## src/rtl/pcm_stream_player.sv

```systemverilog
// pcm_stream_player: streams fixed-rate samples from a combinational sample ROM
// between latched start/end addresses. Supports start/stop/pause, loop mode and
// a per-sample strobe. All logic runs on clk. A prescaler tick acts as the
// sample-rate clock enable.
// Optional feature macro: PCM_STREAM_PLAYER_VOLUME_EN. When it is defined, the
// design adds a volume[1:0] input that right-shifts each sample by (3-volume).
module pcm_stream_player #(
    parameter int unsigned           DATA_W    = 4,
    parameter int unsigned           ADDR_W    = 17,
    parameter int unsigned           DIV_W     = 16,
    parameter logic [DIV_W-1:0]      DIV_LIMIT = 16'h11ad
) (
    input  logic              clk,
    input  logic              rst,
    input  logic              start,
    input  logic              stop,
    input  logic              pause,
    input  logic              loop_en,
    input  logic [ADDR_W-1:0] start_addr,
    input  logic [ADDR_W-1:0] end_addr,
`ifdef PCM_STREAM_PLAYER_VOLUME_EN
    input  logic [1:0]        volume,
`endif
    output logic [ADDR_W-1:0] rom_addr,
    input  logic [DATA_W-1:0] rom_data,
    output logic [DATA_W-1:0] sample,
    output logic              sample_valid,
    output logic              busy,
    output logic              done
);

    typedef enum logic [1:0] {
        IDLE   = 2'd0,
        RUN    = 2'd1,
        PAUSED = 2'd2,
        DONE   = 2'd3
    } state_t;

    state_t            state;
    logic [DIV_W-1:0]  div_cnt;
    logic [ADDR_W-1:0] start_lat;
    logic [ADDR_W-1:0] end_lat;
    logic [DATA_W-1:0] shaped;

    // Sample value captured on a tick (optionally attenuated by volume)
    always_comb begin
`ifdef PCM_STREAM_PLAYER_VOLUME_EN
        shaped = rom_data >> (2'd3 - volume);
`else
        shaped = rom_data;
`endif
    end

    // Playback FSM, prescaler, address generator and sample register
    always_ff @(posedge clk or posedge rst) begin
        if (rst) begin
            state        <= IDLE;
            div_cnt      <= '0;
            rom_addr     <= '0;
            sample       <= '0;
            sample_valid <= 1'b0;
            start_lat    <= '0;
            end_lat      <= '0;
        end else begin
            sample_valid <= 1'b0;
            if (stop) begin
                state   <= IDLE;
                sample  <= '0;
                div_cnt <= '0;
            end else if (start) begin
                start_lat <= start_addr;
                end_lat   <= end_addr;
                rom_addr  <= start_addr;
                div_cnt   <= '0;
                state     <= pause ? PAUSED : RUN;
            end else begin
                case (state)
                    RUN: begin
                        if (pause) begin
                            state <= PAUSED;
                        end else if (div_cnt == DIV_LIMIT) begin
                            div_cnt      <= '0;
                            sample       <= shaped;
                            sample_valid <= 1'b1;
                            if (rom_addr == end_lat) begin
                                if (loop_en) begin
                                    rom_addr <= start_lat;
                                end else begin
                                    state <= DONE;
                                end
                            end else begin
                                rom_addr <= rom_addr + 1'b1;
                            end
                        end else begin
                            div_cnt <= div_cnt + 1'b1;
                        end
                    end
                    PAUSED: begin
                        if (!pause) begin
                            state <= RUN;
                        end
                    end
                    default: ;
                endcase
            end
        end
    end

    // Status flags decoded from the state register
    always_comb begin
        busy = (state == RUN) || (state == PAUSED);
        done = (state == DONE);
    end

endmodule

```

## config.mk

```make
export PLATFORM = sky130hd
export DESIGN_NAME = pcm_stream_player
export DESIGN_NICKNAME = d
export VERILOG_FILES = /design/src/rtl/pcm_stream_player.sv
export SDC_FILE = /design/constraint.sdc
export NUM_CORES = 1
export LEC_CHECK = 0
export BUFFER_PORTS_ARGS = -buffer_cell sky130_fd_sc_hd__buf_2
export CORE_ASPECT_RATIO = 0.5
export CORE_MARGIN = 1.5
export CORE_UTILIZATION = 40
export DETAILED_ROUTE_END_ITERATION = 7
export GPL_TIMING_DRIVEN = 0
export PLACE_DENSITY_LB_ADDON = 0.25
export SLEW_MARGIN = 20
export SYNTH_ARGS = -nofsm -noshare
export SYNTH_HDL_FRONTEND = slang
export SYNTH_SLANG_ARGS = --single-unit
```

## constraint.sdc

```tcl
create_clock -name clk -period 2.45 [get_ports clk]
set_clock_uncertainty 0.1 [all_clocks]
set_input_delay 0.245 -clock clk [delete_from_list [all_inputs] [get_ports clk]]
set_output_delay 0.245 -clock clk [all_outputs]
set_load 0.02 [all_outputs]
```

==> results.json <==
{
  "place_inst": 664,
  "drv_slew": 0,
  "rr_endpoint": "rom_addr[9]$_DFFE_PP0P_",
  "numPortBuffers": 67,
  "grt_overflow_total": 0,
  "grt_max_degree": 51,
  "peakVddDrop_mv": 0.351,
  "p_sw_mw": 1.17,
  "cp.buffers_inverters": 1,
  "rows": 25,
  "crit_path_end_kind": "register",
  "root_buffer": "clkbuf_16",
  "dieArea_sq_um": 10800,
  "hold_start": "end_addr[7]",
  "cpMaxStageDelayCell": "or4b_4",
  "slowest_delay_ps": 530,
  "route.detailed.drc": 0,
  "synth_seq_cells": 74,
  "grt_pass1_wl_um": 17700,
  "start_util_pct": 42.1,
  "yosysUniqueCellTypes": 45,
  "crit_family": "simple AND/OR/NAND/NOR gates",
  "startpoint_type": "register",
  "layout.cells.non_filler": 699,
  "clkSlewWorstSetupHoldPaths_ps": 60,
  "whs_ps": 9.26,
  "synth-edff-count": 0,
  "hold_path_end": "end_lat[7]$_DFFE_PP0P_",
  "powerDensity_nw_per_um2": 724,
  "worstSetupPathType": "reg2reg",
  "cts_tree": "yes",
  "synth_area_sq_um": 4060,
  "crit_chain": "or4b_4 > nor4_4 > o21ai_2 > a41oi_4 > buf_6 > nand2_1 > o32a_1",
  "dp_hpwl_um": 7430,
  "holdPathStages": 3,
  "routedWlPerCell_um": 15.3,
  "p_comb_share_pct": 22.4,
  "p_leak_nw": 2.40,
  "core_sq_um": 9630,
  "rsz0062_at_grt": "true",
  "syn_area_per_cell_sq_um": 8.80,
  "ant_nets": 0,
  "nNetsFinal": 609,
  "clkSinkCount": 74,
  "htreeDepth": 3,
  "hold_viol_final": 0,
  "ys_seq_area_share_pct": 45.6,
  "die_y_um": 74.2,
  "cp_max_fo": 6,
  "finalSetupViolations": 0,
  "synth_nets": 511,
  "p_int_mw": 2.57,
  "hold_path.class": "in2reg",
  "clk_path_buf_depth": 2,
  "drt_iter0_drc": 179,
  "p_clk_share_pct": 36.1,
  "synth-async-reset-ratio_pct": 100,
  "netlist_instances": 461,
  "r2r_slack_ps": 90,
  "r2r-start": "div_cnt[11]$_DFFE_PP0P_",
  "cap_violations": 0,
  "yosysWarnings": 0,
  "pin_count": 68,
  "drive_above_1_share_pct": 21.8,
  "swShare_pct": 31.2,
  "crit_required_ps": 2570,
  "first_global_vias": 3424,
  "power.share.sequential_pct": 41.5,
  "wirelength_um": 10700,
  "clock_latency_ps": 340,
  "num-fill-cells": 905,
  "slew_headroom_pct": 48.9,
  "cp.arrival_ps": 2480,
  "first_pass_iters": 4,
  "antennaDiodeCount": 0,
  "grt_util_all_layers_pct": 21.4,
  "antenna_found_initial": 0,
  "max_freq_mhz": 423,
  "area_growth_pct": 27.2,
  "r2r_cells": 7,
  "num_vias": 3586,
  "die_width_um": 145,
  "gp_congestion": 0.842,
  "status": "finished, final reports clean",
  "min_period_ps": 2360,
  "synthFlopType": "dfrtp_1",
  "worst_pin_slew_ps": 763,
  "period_share_pct": 96.5,
  "cts_made_buffers": 9,
  "avgViaCountPerCell": 5.13
}
synth_stat cells, types with 2 or more instances:
| library cell | number | share of area (%) |
|---|---|---|
| xor2_1 | 15 | 3.2 |
| o21ai_0 | 8 | 0.99 |
| nor4b_1 | 2 | 0.43 |
| nand3b_1 | 2 | 0.37 |
| or3_1 | 2 | 0.31 |
| nor2_1 | 28 | 2.6 |
| a311oi_1 | 2 | 0.43 |
| o211ai_1 | 6 | 1.1 |
| buf_2 | 2 | 0.25 |
| nor4_1 | 2 | 0.31 |
| and3_1 | 15 | 2.3 |
| mux2i_1 | 6 | 1.5 |
| nand4_1 | 13 | 2.0 |
| a21boi_0 | 2 | 0.37 |
| dfrtp_1 | 74 | 46 |
| nor3_1 | 5 | 0.62 |
| a211oi_1 | 6 | 1.1 |
| nand3_1 | 13 | 1.6 |
| nor3b_1 | 6 | 1.1 |
| nand2_1 | 136 | 13 |
| xnor2_1 | 29 | 6.3 |
| inv_1 | 10 | 0.92 |
| a41oi_1 | 5 | 1.1 |
| ha_1 | 6 | 1.8 |
| nand2b_1 | 7 | 1.1 |
| clkbuf_1 | 23 | 2.1 |
| a31oi_1 | 4 | 0.62 |
| and4_1 | 2 | 0.43 |
| a21oi_1 | 9 | 1.1 |
| o32a_1 | 6 | 1.5 |
sequential cells by signal, summed over array words and instances (netlist names):
signal,flops
rom_addr,17
sample,4
div_cnt,16
state,2
start_lat,17
sample_valid,1
end_lat,17
layout make-up:
cell class                      count  area, sq um  area share, %
Sequential cell                    74         1860           36.0
Clock buffer                       11          253           4.90
Clock inverter                      5         52.6           1.02
Buffer                             23          104           2.01
Tap cell                          135          169           3.27
Timing Repair Buffer               90          566           11.0
Inverter                           10         40.0          0.776
Multi-Input combinational cell    351         2120           41.1
worst reg2reg max path: stages, from the launching register on:
cell and delay [ps]:
dfrtp_2 430, or4b_4 530, nor4_4 350, o21ai_2 110, a41oi_4 240, buf_6 160
nand2_1 50, o32a_1 280
layout by cell type, fill, tap and decap left out, types with 3 or more instances in the layout:
cell and instances:
xor2_1 15, a21oi_1 9, buf_4 9, ha_1 5, dlygate4sd3_1 12, clkbuf_2 3
mux2i_1 6, inv_1 9, nor3_1 5, buf_6 3, nand2_2 5, nand2b_1 6
and3_1 15, o211ai_1 6, xnor2_1 28, nor2_1 27, o21ai_0 8, o32a_1 6
a41oi_1 5, clkbuf_16 9, nand2_1 131, a211oi_1 4, dfrtp_2 3, nor3b_1 6
buf_2 69, nand4_1 13, a31oi_1 4, clkbuf_1 16, dfrtp_1 71, clkinv_2 3
nand3_1 13
cells by family (layout without fill, tap and decap cells):
kind of cell    Yosys count  in the layout  share of synthesized area [%]
simple gates            241            241                           28.0
flops                    74             74                           45.6
compound gates           54             54                           10.0
xor+xnor                 44             44                           9.49
buf+inv                  36            139                           3.58
fa+ha+maj                 6              6                           1.85
mux                       6              6                           1.48
power by group through the flow:
stage	Clock (mW)	Sequential (mW)	Combinational (mW)
after CTS	1.38	1.53	0.849
final	1.35	1.55	0.836
after floorplan	0	1.58	0.513
after global placement	0	1.54	0.809
after detailed placement	0	1.54	0.825
after global routing	1.42	1.58	0.931
routing by layer:
layer	vias up	GRT usage [%]	share of wire, %
met5	-	0	0
met4	0	6.24	1.1
met3	9	5.21	5.6
met2	82	34.8	46
met1	1717	28.9	48
li1	1778	-	-
stage by stage:
step | power [mW] | area [sq um] | worst slack, ps | utilization, % | TNS (ps)
floorplan | 2.09 | 4060 | 69.3 | - | 0
global placement | 2.35 | 4560 | -791 | 47.4 | -63920
detailed placement | 2.37 | 4590 | -447 | 47.7 | -5680
CTS | 3.76 | 5090 | -29.2 | 52.8 | -69.8
global route | 3.93 | 5160 | -6.28 | 53.6 | -16.2
finish | 3.74 | 5160 | 85.1 | 53.6 | 0
how the worst max path moves through the flow:
stage,startpoint,endpoint,slack (ps),depth (start not counted)
floorplan,rom_addr[2]$_DFFE_PP0P_,rom_addr[9]$_DFFE_PP0P_,70,8
global placement,rst,end_lat[1]$_DFFE_PP0P_,-790,2
CTS,div_cnt[1]$_DFFE_PP0P_,rom_addr[8]$_DFFE_PP0P_,-30,10
finish,div_cnt[11]$_DFFE_PP0P_,rom_addr[9]$_DFFE_PP0P_,90,7
global route,div_cnt[11]$_DFFE_PP0P_,rom_addr[6]$_DFFE_PP0P_,-6,7
detailed placement,rom_addr[2]$_DFFE_PP0P_,rom_addr[5]$_DFFE_PP0P_,-450,8
timing repair:
action	in CTS	in global routing
pin swaps	4	4
endpoints found under the setup margin	17	28
endpoints found under the hold margin	35	0
gates resized for setup	9	20
hold buffers	12	0
setup buffers	6	4
Note: power is estimated with default switching activity, not from simulation.
